[src/rtl/ioctl_pkg.sv]
// rtl/ioctl_pkg.sv - shared ioctl command codes, upload FSM states and fill value
package ioctl_pkg;

    // Download-path commands (handled by data_io), kept here so the whole
    // ioctl command space is visible in one place.
    localparam logic [7:0] CMD_FILE_TX     = 8'h53;
    localparam logic [7:0] CMD_FILE_TX_DAT = 8'h54;
    localparam logic [7:0] CMD_FILE_INDEX  = 8'h55;
    localparam logic [7:0] CMD_FILE_INFO   = 8'h56;

    // Upload-path commands.
    localparam logic [7:0] CMD_RX          = 8'h57;
    localparam logic [7:0] CMD_RX_DAT      = 8'h58;

    // Upload FSM states.
    typedef logic [2:0] ioctl_state_t;
    localparam ioctl_state_t ST_IDLE   = 3'd0;
    localparam ioctl_state_t ST_CMD    = 3'd1;
    localparam ioctl_state_t ST_PARAM  = 3'd2;
    localparam ioctl_state_t ST_STREAM = 3'd3;
    localparam ioctl_state_t ST_IGNORE = 3'd4;

    // Byte shifted out when the prefetch buffer is empty at a byte boundary.
    localparam logic [7:0] UNDERRUN_FILL = 8'hFF;

endpackage

[src/rtl/ioctl_upload_tx_if.sv]
// rtl/ioctl_upload_tx_if.sv - core memory read handshake for the ioctl upload path
// Ports/signals:
//   ioctl_addr  byte address being fetched (master drives)
//   rd_req      one-cycle read strobe (master drives)
//   rd_ack      one-cycle completion pulse (slave drives)
//   rd_data     read data, valid with rd_ack (slave drives)
interface ioctl_upload_tx_if #(
    parameter int ADDR_W = 25
);
    logic [ADDR_W-1:0] ioctl_addr;
    logic              rd_req;
    logic              rd_ack;
    logic [7:0]        rd_data;

    modport master (
        output ioctl_addr,
        output rd_req,
        input  rd_ack,
        input  rd_data
    );

    modport slave (
        input  ioctl_addr,
        input  rd_req,
        output rd_ack,
        output rd_data
    );
endinterface

[src/rtl/ioctl_upload_tx_spi_sync_edge.sv]
// rtl/ioctl_upload_tx_spi_sync_edge.sv - 2-flop synchroniser with rise/fall pulse outputs
// Ports:
//   clk, rst_n  clock and asynchronous active-low reset
//   i_async     asynchronous input
//   o_rise      one-cycle pulse on a synchronised rising edge
//   o_fall      one-cycle pulse on a synchronised falling edge
module spi_sync_edge (
    input  logic clk,
    input  logic rst_n,
    input  logic i_async,
    output logic o_rise,
    output logic o_fall
);
    // [0] metastability flop, [1] synchronised level, [2] previous level.
    logic [2:0] r_sync;

    always_ff @(posedge clk or negedge rst_n) begin
        if (!rst_n) begin
            r_sync <= 3'b000;
        end else begin
            r_sync <= {r_sync[1:0], i_async};
        end
    end

    assign o_rise = r_sync[1] & ~r_sync[2];
    assign o_fall = ~r_sync[1] & r_sync[2];
endmodule

[src/rtl/ioctl_upload_tx.sv]
// rtl/ioctl_upload_tx.sv - SPI-slave transmitter streaming core memory to the ARM
// Ports:
//   clk_sys, reset_n          system clock, asynchronous active-low reset
//   SPI_SCK, SPI_SS2, SPI_DI  SPI slave inputs (asynchronous to clk_sys)
//   spi_do, spi_do_oe         slave-out data and its drive enable
//   ioctl_upload              upload session active
//   underrun                  sticky: a byte boundary found no data ready
//   rd_if                     read handshake towards core memory
module ioctl_upload_tx #(
    parameter int         ADDR_W     = 25,
    parameter logic [7:0] CMD_RX     = ioctl_pkg::CMD_RX,
    parameter logic [7:0] CMD_RX_DAT = ioctl_pkg::CMD_RX_DAT
) (
    input  logic              clk_sys,
    input  logic              reset_n,
    input  logic              SPI_SCK,
    input  logic              SPI_SS2,
    input  logic              SPI_DI,
    output logic              spi_do,
    output logic              spi_do_oe,
    output logic              ioctl_upload,
    output logic              underrun,
    ioctl_upload_tx_if.master rd_if
);
    import ioctl_pkg::ioctl_state_t;
    import ioctl_pkg::ST_IDLE;
    import ioctl_pkg::ST_CMD;
    import ioctl_pkg::ST_PARAM;
    import ioctl_pkg::ST_STREAM;
    import ioctl_pkg::ST_IGNORE;
    import ioctl_pkg::UNDERRUN_FILL;

    logic w_sck_rise;
    logic w_sck_fall;

    spi_sync_edge u_sck_sync (
        .clk     (clk_sys),
        .rst_n   (reset_n),
        .i_async (SPI_SCK),
        .o_rise  (w_sck_rise),
        .o_fall  (w_sck_fall)
    );

    // SS2 and DI use the same depth as SCK so all three stay aligned.
    logic [1:0] r_ss_sync;
    logic [1:0] r_di_sync;
    logic       r_ss_prev;

    always_ff @(posedge clk_sys or negedge reset_n) begin
        if (!reset_n) begin
            r_ss_sync <= 2'b00;
            r_di_sync <= 2'b00;
            r_ss_prev <= 1'b0;
        end else begin
            r_ss_sync <= {r_ss_sync[0], SPI_SS2};
            r_di_sync <= {r_di_sync[0], SPI_DI};
            r_ss_prev <= r_ss_sync[1];
        end
    end

    logic w_ss;
    logic w_ss_fall;
    logic w_di;

    assign w_ss      = r_ss_sync[1];
    assign w_ss_fall = ~r_ss_sync[1] & r_ss_prev;
    assign w_di      = r_di_sync[1];

    ioctl_state_t      r_state;
    logic [2:0]        r_bit_cnt;
    logic [6:0]        r_rx_sh;
    logic [7:0]        r_tx_sh;
    logic              r_upload;
    logic [ADDR_W-1:0] r_addr;
    logic              r_rd_req;
    logic              r_outstanding;
    logic              r_stale;
    logic [7:0]        r_buf;
    logic              r_buf_valid;
    logic              r_underrun;
    logic              r_bnd_pend;

    logic [7:0] w_rx_byte;
    logic       w_ack;
    logic       w_ack_fresh;

    assign w_rx_byte   = {r_rx_sh, w_di};
    // Acks with nothing outstanding (e.g. after a reset) are dropped here.
    assign w_ack       = rd_if.rd_ack & r_outstanding;
    assign w_ack_fresh = w_ack & ~r_stale;

    always_ff @(posedge clk_sys or negedge reset_n) begin
        if (!reset_n) begin
            r_state       <= ST_IDLE;
            r_bit_cnt     <= 3'd0;
            r_rx_sh       <= 7'd0;
            r_tx_sh       <= 8'd0;
            r_upload      <= 1'b0;
            r_addr        <= '0;
            r_rd_req      <= 1'b0;
            r_outstanding <= 1'b0;
            r_stale       <= 1'b0;
            r_buf         <= 8'd0;
            r_buf_valid   <= 1'b0;
            r_underrun    <= 1'b0;
            r_bnd_pend    <= 1'b0;
        end else begin
            r_rd_req <= 1'b0;

            // Prefetch completion. A stale ack belongs to a previous session's
            // address, so it is discarded and the fetch reissued at r_addr.
            if (w_ack) begin
                r_outstanding <= 1'b0;
                if (r_stale) begin
                    r_stale       <= 1'b0;
                    r_rd_req      <= 1'b1;
                    r_outstanding <= 1'b1;
                end else begin
                    r_buf       <= rd_if.rd_data;
                    r_buf_valid <= 1'b1;
                end
            end

            if (w_ss) begin
                r_state    <= ST_IDLE;
                r_bit_cnt  <= 3'd0;
                r_bnd_pend <= 1'b0;
            end else begin
                case (r_state)
                    ST_IDLE: begin
                        if (w_ss_fall) begin
                            r_state   <= ST_CMD;
                            r_bit_cnt <= 3'd0;
                        end
                    end

                    ST_CMD: begin
                        if (w_sck_rise) begin
                            r_rx_sh   <= w_rx_byte[6:0];
                            r_bit_cnt <= r_bit_cnt + 3'd1;
                            if (r_bit_cnt == 3'd7) begin
                                if (w_rx_byte == CMD_RX) begin
                                    r_state <= ST_PARAM;
                                end else if (w_rx_byte == CMD_RX_DAT && r_upload) begin
                                    r_state    <= ST_STREAM;
                                    r_bnd_pend <= 1'b1;
                                end else begin
                                    r_state <= ST_IGNORE;
                                end
                            end
                        end
                    end

                    ST_PARAM: begin
                        if (w_sck_rise) begin
                            r_rx_sh   <= w_rx_byte[6:0];
                            r_bit_cnt <= r_bit_cnt + 3'd1;
                            if (r_bit_cnt == 3'd7) begin
                                r_state <= ST_IGNORE;
                                if (w_rx_byte != 8'h00) begin
                                    r_upload    <= 1'b1;
                                    r_addr      <= '0;
                                    r_underrun  <= 1'b0;
                                    r_buf_valid <= 1'b0;
                                    // Only one read may be in flight; an older one
                                    // still pending is marked stale instead.
                                    if (r_outstanding && !w_ack) begin
                                        r_stale <= 1'b1;
                                    end else begin
                                        r_rd_req      <= 1'b1;
                                        r_outstanding <= 1'b1;
                                    end
                                end else begin
                                    r_upload <= 1'b0;
                                end
                            end
                        end
                    end

                    ST_STREAM: begin
                        if (w_sck_rise) begin
                            r_bit_cnt <= r_bit_cnt + 3'd1;
                            if (r_bit_cnt == 3'd7) begin
                                r_bnd_pend <= 1'b1;
                            end
                        end
                        if (w_sck_fall) begin
                            if (r_bnd_pend) begin
                                r_bnd_pend <= 1'b0;
                                if (r_buf_valid) begin
                                    r_tx_sh       <= r_buf;
                                    r_buf_valid   <= 1'b0;
                                    r_addr        <= r_addr + 1'b1;
                                    r_rd_req      <= 1'b1;
                                    r_outstanding <= 1'b1;
                                end else if (w_ack_fresh) begin
                                    // Data arriving on the boundary cycle goes
                                    // straight to the shifter.
                                    r_tx_sh       <= rd_if.rd_data;
                                    r_buf_valid   <= 1'b0;
                                    r_addr        <= r_addr + 1'b1;
                                    r_rd_req      <= 1'b1;
                                    r_outstanding <= 1'b1;
                                end else begin
                                    r_tx_sh    <= UNDERRUN_FILL;
                                    r_underrun <= 1'b1;
                                end
                            end else begin
                                r_tx_sh <= {r_tx_sh[6:0], 1'b0};
                            end
                        end
                    end

                    ST_IGNORE: begin
                    end

                    default: begin
                        r_state <= ST_IDLE;
                    end
                endcase
            end
        end
    end

    assign spi_do_oe        = (r_state == ST_STREAM);
    assign spi_do           = spi_do_oe ? r_tx_sh[7] : 1'b0;
    assign ioctl_upload     = r_upload;
    assign underrun         = r_underrun;
    assign rd_if.ioctl_addr = r_addr;
    assign rd_if.rd_req     = r_rd_req;
endmodule
[src/flat_wrapper.sv]
// flat-port wrapper written by rule: the top's interface ports become plain ports
module ioctl_upload_tx_flat import ioctl_pkg::ioctl_state_t; import ioctl_pkg::ST_IDLE; import ioctl_pkg::ST_CMD; import ioctl_pkg::ST_PARAM; import ioctl_pkg::ST_STREAM; import ioctl_pkg::ST_IGNORE; import ioctl_pkg::UNDERRUN_FILL;
#(
    parameter int         ADDR_W     = 25,
    parameter logic [7:0] CMD_RX     = ioctl_pkg::CMD_RX,
    parameter logic [7:0] CMD_RX_DAT = ioctl_pkg::CMD_RX_DAT
)
  (clk_sys, reset_n, SPI_SCK, SPI_SS2, SPI_DI, spi_do, spi_do_oe, ioctl_upload, underrun, rd_if_ioctl_addr, rd_if_rd_req, rd_if_rd_ack, rd_if_rd_data);
  ioctl_upload_tx_if #(.ADDR_W(ADDR_W)) rd_if_i ();
  input  logic clk_sys;
  input  logic reset_n;
  input  logic SPI_SCK;
  input  logic SPI_SS2;
  input  logic SPI_DI;
  output logic spi_do;
  output logic spi_do_oe;
  output logic ioctl_upload;
  output logic underrun;
  output wire logic [$bits(rd_if_i.ioctl_addr)-1:0] rd_if_ioctl_addr;
  output wire logic [$bits(rd_if_i.rd_req)-1:0] rd_if_rd_req;
  input wire logic [$bits(rd_if_i.rd_ack)-1:0] rd_if_rd_ack;
  input wire logic [$bits(rd_if_i.rd_data)-1:0] rd_if_rd_data;
  assign rd_if_ioctl_addr = rd_if_i.ioctl_addr;
  assign rd_if_rd_req = rd_if_i.rd_req;
  assign rd_if_i.rd_ack = rd_if_rd_ack;
  assign rd_if_i.rd_data = rd_if_rd_data;
  ioctl_upload_tx #(.ADDR_W(ADDR_W), .CMD_RX(CMD_RX), .CMD_RX_DAT(CMD_RX_DAT)) u_core (.clk_sys(clk_sys), .reset_n(reset_n), .SPI_SCK(SPI_SCK), .SPI_SS2(SPI_SS2), .SPI_DI(SPI_DI), .spi_do(spi_do), .spi_do_oe(spi_do_oe), .ioctl_upload(ioctl_upload), .underrun(underrun), .rd_if(rd_if_i));
endmodule
[config.mk]
export PLATFORM = sky130hd
export DESIGN_NAME = ioctl_upload_tx_flat
export DESIGN_NICKNAME = d
export VERILOG_FILES = /design/src/rtl/ioctl_pkg.sv /design/src/rtl/ioctl_upload_tx_if.sv /design/src/rtl/ioctl_upload_tx_spi_sync_edge.sv /design/src/rtl/ioctl_upload_tx.sv /design/src/flat_wrapper.sv
export SDC_FILE = /design/constraint.sdc
export NUM_CORES = 1
export LEC_CHECK = 0
export BUFFER_PORTS_ARGS = -buffer_cell sky130_fd_sc_hd__buf_4
export CORE_MARGIN = 4
export CORE_UTILIZATION = 40
export CTS_CLUSTER_SIZE = 8
export DETAILED_ROUTE_END_ITERATION = 6
export MAX_ROUTING_LAYER = met4
export PLACE_DENSITY = 0.68
export SKIP_LAST_GASP = 1
export SLEW_MARGIN = 10
export SYNTH_ARGS = -nofsm -noshare
export SYNTH_HDL_FRONTEND = slang
export SYNTH_SLANG_ARGS = --single-unit
[constraint.sdc]
create_clock -name clk_sys -period 5.27 [get_ports clk_sys]
set_input_delay 0.527 -clock clk_sys [delete_from_list [all_inputs] [get_ports clk_sys]]
set_output_delay 0.527 -clock clk_sys [all_outputs]
set_load 0.02 [all_outputs]
# Yosys cells after proc, flatten, opt, wreduce, memory -nomap -nowiden
# Cells that the tools add are included.
dict set report word_totals {
  ff_bits 69
  output_inout_bits 30
  wordCells 157
}
dict set report classes {
  add_sub_neg 2
  eq_ne 24
  mux 85
  n_bitwise 9
  n_reduce_logical 20
}
# cell n
set ops {}
lappend ops {{25-bit 2-to-1 mux} 7}
lappend ops {{1-bit 2-to-1 mux} 56}
lappend ops {{25-bit one-hot mux with 2 select lines} 1}
lappend ops {{3-bit 2-to-1 mux} 11}
lappend ops {{25-bit by 1-bit adder with 25-bit output (second input constant)} 1}
lappend ops {{8-bit 2-to-1 mux} 3}
lappend ops {{8-bit by 7-bit equality test with 1-bit output (second input constant)} 2}
lappend ops {{3-bit by 1-bit inequality test with 1-bit output (second input constant)} 5}
lappend ops {{3-bit one-hot mux with 4 select lines} 1}
lappend ops {{2-bit inequality test (second input constant)} 5}
lappend ops {{1-bit one-hot mux with 2 select lines} 5}
lappend ops {{3-bit by 2-bit inequality test with 1-bit output (second input constant)} 3}
lappend ops {{3-bit AND reduction} 3}
lappend ops {{9-bit AND reduction} 1}
lappend ops {{8-bit AND reduction} 1}
lappend ops {{8-bit nonzero test} 1}
lappend ops {{3-bit by 2-bit equality test with 1-bit output (second input constant)} 2}
lappend ops {{3-bit equality test (second input constant)} 2}
lappend ops {{2-bit by 1-bit inequality test with 1-bit output (second input constant)} 3}
lappend ops {{3-bit one-hot mux with 2 select lines} 1}
lappend ops {{6-bit AND reduction} 1}
lappend ops {{3-bit nonzero test} 2}
lappend ops {{1-bit AND} 5}
lappend ops {{5-bit AND reduction} 1}
lappend ops {{12 further kinds} 17}

# Logic depth before layout (Yosys ltp)
dict set report logic_depth {
  word_depth 9
  mapped_depth 8
  depth_no_buf 7
}

# Hierarchy
# Synthesis repeated with hierarchy kept, for this count alone.
dict set report unflattened {
  cells_unflattened 365
  area_unflattened_um2 3522.1
}
# mod n_inst cells_each area_each_um2 seq_area_each_um2
set modules_own_cells {}
lappend modules_own_cells {ioctl_upload_tx 1 360 3432.0 1651.6}
lappend modules_own_cells {spi_sync_edge 1 5 90.1 75.1}

# Worst setup path before layout
# OpenSTA, ideal clock, no wires.
dict set report synth_timing {
  path_kind {reg-to-reg}
  start {reg u_core.r_bit_cnt[0]}
  end {reg u_core.r_addr[11], in the netlist u_core.rd_if.ioctl_addr[11]}
  setup_ps 78
  t_arrival_ps 2087
  slack_ps 3105
  path_stages_with_launch 9
  n_path_buf 1
  period_less_slack_ps 2165
  path_cell_list {dfrtp_1 ha_1 ha_1 and3b_1 nor3_1 a2111o_1 buf_6 or4_1 a21oi_1}
}
dict set report synth_via {
  elab_chain_cells 3
}
# item line_no
set synth_rtl {}
lappend synth_rtl {{from (decl)} ioctl_upload_tx.sv:70} ;# logic [2:0] r_bit_cnt;
lappend synth_rtl {{from (signal assigned)} ioctl_upload_tx.sv:140} ;# r_bit_cnt <= r_bit_cnt + 3'd1;
lappend synth_rtl {{from (signal assigned)} ioctl_upload_tx.sv:157} ;# r_bit_cnt <= r_bit_cnt + 3'd1;
lappend synth_rtl {{from (signal assigned)} ioctl_upload_tx.sv:182} ;# r_bit_cnt <= r_bit_cnt + 3'd1;
lappend synth_rtl {{3-bit equality test} ioctl_upload_tx.sv:158} ;# if (r_bit_cnt == 3'd7) begin
lappend synth_rtl {{2-bit by 1-bit inequality test with 1-bit output (no source line)} -}
lappend synth_rtl {{8-bit AND reduction (no source line)} -}
lappend synth_rtl {{to (signal assigned)} ioctl_upload_tx.sv:193} ;# r_addr <= r_addr + 1'b1;
lappend synth_rtl {{to (signal assigned)} ioctl_upload_tx.sv:201} ;# r_addr <= r_addr + 1'b1;
lappend synth_rtl {{to (decl)} ioctl_upload_tx.sv:74} ;# logic [ADDR_W-1:0] r_addr;
# No other way between the ends.
# A chain may end at the register's enable or synchronous reset.

# Final worst setup path
dict set report layout_timing {
  start {reg u_core.r_state[1]}
  end {reg u_core.r_addr[18], in the netlist u_core.rd_if.ioctl_addr[18]}
}
dict set report layout_via {
  elab_chain_cells 3
  elab_cells_between_ends 11
  classes_between {eq/ne (8); mux (1); reduce/logical (2)}
}
# item line_no
set layout_rtl {}
lappend layout_rtl {{from (decl)} ioctl_upload_tx.sv:69} ;# ioctl_state_t r_state;
lappend layout_rtl {{from (signal assigned)} ioctl_upload_tx.sv:94} ;# r_state <= ST_IDLE;
lappend layout_rtl {{from (signal assigned)} ioctl_upload_tx.sv:125} ;# r_state <= ST_IDLE;
lappend layout_rtl {{from (signal assigned)} ioctl_upload_tx.sv:132} ;# r_state <= ST_CMD;
lappend layout_rtl {{3-bit by 2-bit equality test with 1-bit output} ioctl_upload_tx.sv:129} ;# case (r_state)
lappend layout_rtl {{3-bit inequality test (no source line) (tied with other cells)} -}
lappend layout_rtl {{8-bit AND reduction (no source line)} -}
# Parallel ways exist; a longest one is shown, timed or not.

==> report_table.html <==
<table>
<tr><th>Metric</th><th>Value</th></tr>
<tr><th colspan="2">CTS</th></tr>
<tr><td>Count of cells resized by post-cts repair</td><td>0</td></tr>
<tr><td>Max H-tree Level</td><td>3</td></tr>
<tr><td>Root Buffer Master</td><td>clkbuf_8</td></tr>
<tr><td>Clock transition at path regs</td><td>about 0.08 ns</td></tr>
<tr><td>Sink count of the clock tree</td><td>69</td></tr>
<tr><td>Post-CTS Repair Setup Buffers</td><td>0</td></tr>
<tr><td>Cts-stage hold buffer count</td><td>0</td></tr>
<tr><td>Clock tree from TritonCTS</td><td>yes</td></tr>
<tr><td>Maximum count of clock buffers along a single path</td><td>2</td></tr>
<tr><td>Clock insertion delay at the later pin of the skew report</td><td>approximately 0.35 ns</td></tr>
<tr><td>Clock buffers created by TritonCTS</td><td>9</td></tr>
<tr><th colspan="2">Layout</th></tr>
<tr><td>Commonest cells after routing, fill and taps aside</td><td>dfrtp_1, nand2_1, buf_4, a21oi_1</td></tr>
<tr><td>Post-route cell area</td><td>0.00412 sq mm</td></tr>
<tr><td>Final antenna diode count</td><td>0</td></tr>
<tr><td>Filler cell count</td><td>around 780</td></tr>
<tr><td>Relative area change from synthesis to final layout</td><td>17.8%</td></tr>
<tr><td>Proportion of layout cells with a drive suffix above 1</td><td>approximately 18%</td></tr>
<tr><td>Fin nets</td><td>around 430</td></tr>
<tr><td>Leading cell type in the layout, fill and taps excluded</td><td>dfrtp_1</td></tr>
<tr><th colspan="2">Worst setup path</th></tr>
<tr><td>Critical Path, Cell by Cell</td><td>or3b_1 -&gt; a21oi_2 -&gt; nand3_1 -&gt; or4_1 -&gt; a21oi_1</td></tr>
<tr><td>Worst endpoint required time</td><td>roughly 5.5 ns</td></tr>
<tr><td>Largest stage delay on the critical path</td><td>roughly 0.65 ns</td></tr>
<tr><td>Cell type group with the largest total delay on the critical path</td><td>simple AND/OR/NAND/NOR gates</td></tr>
<tr><td>Cell at the slowest stage of the critical path</td><td>or4_1</td></tr>
<tr><td>CP Class</td><td>flip-flop to flip-flop</td></tr>
<tr><td>Kind of capture point of the worst setup path</td><td>flip-flop</td></tr>
<tr><td>Crit path DAT</td><td>between 2 and 3 ns</td></tr>
<tr><td>Critical path startpoint category</td><td>flip-flop</td></tr>
<tr><td>Critical path fanouts, max</td><td>18</td></tr>
<tr><td>WP buf/inv</td><td>0</td></tr>
<tr><th colspan="2">Placement</th></tr>
<tr><td>Placed inst area</td><td>about 0.0039 sq mm</td></tr>
<tr><td>IO Port Bufs</td><td>43</td></tr>
<tr><td>Final weighted congestion of routability-driven global placement</td><td>between 0.8 and 0.9</td></tr>
<tr><td>HPWL reported at the end of detailed placement</td><td>5270 um</td></tr>
<tr><th colspan="2">Floorplanning</th></tr>
<tr><td>Total I/O pin count</td><td>44</td></tr>
<tr><td>Starting utilization of the core area</td><td>between 40% and 50%</td></tr>
<tr><td>CORE AREA</td><td>~0.0084 sq mm</td></tr>
<tr><td>Width of the die</td><td>just over 100 um</td></tr>
<tr><td>Y dimension of the die</td><td>roughly 100 um</td></tr>
<tr><td>Die Area</td><td>~0.010 sq mm</td></tr>
<tr><td>Total number of placement rows</td><td>33</td></tr>
<tr><th colspan="2">Power</th></tr>
<tr><td>Cell internal pwr</td><td>between 900 and 1000 uW</td></tr>
<tr><td>Max IR drop VDD</td><td>270 uV</td></tr>
<tr><td>Leakage Power</td><td>between 0.0015 and 0.002 uW</td></tr>
<tr><td>Total power divided by cell area</td><td>~320 mW/mm^2</td></tr>
<tr><td>Part of the total power dissipated in sequential elements</td><td>between 40 and 50%</td></tr>
<tr><td>Post-layout total power</td><td>1300 uW</td></tr>
<tr><td>Psw</td><td>326 uW</td></tr>
<tr><td>Proportion of power drawn by combinational gates</td><td>11.0%</td></tr>
<tr><td>Clock power frac</td><td>a little over two fifths</td></tr>
<tr><td>Switching share of total power</td><td>approximately 25%</td></tr>
<tr><th colspan="2">STA</th></tr>
<tr><td>Min Tclk post-route</td><td>~2.6 ns</td></tr>
<tr><td>Maximum clock rate</td><td>~0.38 GHz</td></tr>
<tr><td>RSZ-0062 raised after global routing</td><td>false</td></tr>
<tr><td>Worst Max-Slew Pin Slew</td><td>approximately 0.93 ns</td></tr>
<tr><td>Final number of max-transition violations</td><td>0</td></tr>
<tr><td>Hold Vio Cnt, Final</td><td>0</td></tr>
<tr><td>Worst slew margin relative to its limit</td><td>between 30% and 40%</td></tr>
<tr><td>Total negative slack for setup checks</td><td>0 ns</td></tr>
<tr><td>Final worst path period share</td><td>about half</td></tr>
<tr><td>Clock tree skew after final layout</td><td>0.0117 ns</td></tr>
<tr><td>Final Setup Violations</td><td>0</td></tr>
<tr><th colspan="2">Synthesis</th></tr>
<tr><td>Post-synth design cell area</td><td>around 0.0035 sq mm</td></tr>
<tr><td>Post-Syn Nets</td><td>approximately 390</td></tr>
<tr><td>Most frequently used flop master after synthesis</td><td>dfrtp_1</td></tr>
<tr><td>Post-synthesis sequential element count</td><td>between 60 and 70</td></tr>
<tr><td>Synth Area per Inst</td><td>around 9.3 sq um</td></tr>
<tr><td>Post-synth EDFFs</td><td>0</td></tr>
<tr><td>Synth Instances</td><td>between 300 and 400</td></tr>
<tr><td>Count of distinct cell types in the synthesized netlist</td><td>50</td></tr>
<tr><td>Share of synthesized area occupied by flip-flops and latches</td><td>49.3%</td></tr>
<tr><td>Async SR Flop Fraction</td><td>100%</td></tr>
<tr><td>Yosys warns</td><td>0</td></tr>
<tr><th colspan="2">Global routing</th></tr>
<tr><td>Wire length of the first global-routing pass</td><td>13200 um</td></tr>
<tr><td>Maximum number of pins on one net before global-route repair</td><td>70</td></tr>
<tr><td>Antenna violations before repair</td><td>0</td></tr>
<tr><td>Total congestion overflow</td><td>0</td></tr>
<tr><td>Global-route total usage across every layer</td><td>roughly 17%</td></tr>
<tr><td>Vias in the first global route</td><td>2700</td></tr>
<tr><th colspan="2">Detailed routing</th></tr>
<tr><td>Remaining DRCs</td><td>0</td></tr>
<tr><td>Total number of vias</td><td>a little under 3000</td></tr>
<tr><td>Average via count per standard cell</td><td>~5.5</td></tr>
<tr><td>Number of iterations in the first detailed-routing pass</td><td>4</td></tr>
<tr><td>Detail-routed net length per standard cell</td><td>~15 um</td></tr>
<tr><td>Number of nets still failing antenna checks after routing</td><td>0</td></tr>
<tr><td>Drt total wl</td><td>between 7000 and 8000 um</td></tr>
<tr><td>Detailed router's first-iteration violation count</td><td>216</td></tr>
<tr><th colspan="2">Status</th></tr>
<tr><td>Run status</td><td>finished, final reports clean</td></tr>
<tr><th colspan="2">Flow run</th></tr>
<tr><td>Number of max-capacitance violations reported</td><td>0</td></tr>
<tr><th colspan="2">Hold path</th></tr>
<tr><td>Worst hold path type</td><td>input port to async pin</td></tr>
</table>
-- metrics by stage --
| step | setup WS (ns) | hold slack [ns] | std cells | utilization, % |
|---|---|---|---|---|
| after floorplan | 3.11 | 0.231 | 377 | - |
| after global placement | 2.69 | 0.334 | 506 | 46.1 |
| after detailed placement | 2.56 | 0.339 | 506 | 46.1 |
| after CTS | 2.65 | 0.271 | 522 | 49.2 |
| after global routing | 2.35 | 0.261 | 522 | 49.2 |
| final | 2.67 | 0.288 | 522 | 49.2 |
-- power by group through the flow --
stage / Sequential (uW) / Clock [uW] / Combinational, uW
final: 611 / 550 / 144
after CTS: 611 / 561 / 145
after global placement: 618 / 0 / 140
after floorplan: 592 / 0 / 122
after global routing: 620 / 586 / 165
after detailed placement: 621 / 0 / 144
-- synthesized netlist by cell type, types with 2 or more instances --
cell      number  area [sq um]
buf_4          3          22.5
o21ai_0       29           145
nor2_1        28           105
or3_1         11          68.8
nand3b_1       4          30.0
mux2i_1        8          80.1
or4_1         12          90.1
nor3_1         6          30.0
and3_1         5          31.3
mux2_2        11           124
a21oi_1       31           155
o31ai_1       14           105
and4b_1        2          20.0
nand2b_1       5          31.3
or2_2          3          18.8
o21a_1         2          15.0
dfrtp_1       69          1730
a31oi_1        3          18.8
nand3_1       14          70.1
clkbuf_1      13          48.8
and2_1         2          12.5
inv_1          8          30.0
o41ai_1        2          17.5
nand4_1        5          31.3
buf_2          2          10.0
ha_1           3          37.5
and4_1         2          17.5
and3b_1        2          17.5
nand2_1       57           214
-- per-layer routing --
metal | global-route usage [%] | routed length (um) | vias up
met3 | 5.23 | 450 | 9
met5 | - | 0 | -
met4 | 4.91 | 87 | 0
li1 | - | - | 1434
met2 | 24.7 | 3510 | 63
met1 | 21.8 | 3520 | 1388
-- layout make-up --
type	instances	area, sq um	share of cell area, %
Inverter	8	30.0	0.728
Tap cell	105	131	3.19
Timing Repair Buffer	44	330	8.01
Clock inverter	3	90.1	2.18
Sequential cell	69	1730	41.9
Clock buffer	13	169	4.10
Multi-Input combinational cell	280	1650	39.9
-- registers in the layout (all words and copies together) (netlist names), 2 cells and up --
name / flops
u_core.r_state: 3
u_core.r_ss_sync: 2
u_core.r_tx_sh: 8
u_core.r_bit_cnt: 3
u_core.rd_if.ioctl_addr: 25
u_core.r_buf: 8
u_core.u_sck_sync.r_sync: 3
u_core.r_rx_sh: 7
u_core.r_di_sync: 2
-- logic make-up after synthesis --
logic type / after synthesis / synth area share [%]
AO/OA/AOI/OAI: 95 / 16.5
flip-flops: 69 / 49.3
multiplexers: 19 / 5.83
buffers and inverters: 28 / 3.61
AND/OR/NAND/NOR: 162 / 23.4
XOR/XNOR: 1 / 0.250
adder cells (fa/ha/maj): 3 / 1.07
-- path summary, 6_finish.rpt --
path                                                             from                                 endpoint  slack (ns)  cells past startpoint
worst min register to register  u_core.u_sck_sync.r_sync[0]$_DFF_PN0_    u_core.u_sck_sync.r_sync[1]$_DFF_PN0_        0.35                      0
worst max register to register          u_core.r_state[1]$_DFFE_PN0P_  u_core.rd_if.ioctl_addr[18]$_DFFE_PN0P_        2.67                      5
min in group clk_sys                                           SPI_DI            u_core.r_di_sync[0]$_DFF_PN0_        0.29                      1
worst min-delay path                                          reset_n   u_core.rd_if.ioctl_addr[8]$_DFFE_PN0P_        0.29                      1
max in group asynchronous                                     reset_n          u_core.r_bit_cnt[2]$_DFFE_PN0P_        4.39                      1
worst max-delay path                    u_core.r_state[1]$_DFFE_PN0P_  u_core.rd_if.ioctl_addr[18]$_DFFE_PN0P_        2.67                      5
Power figures use the tool's default switching activity.
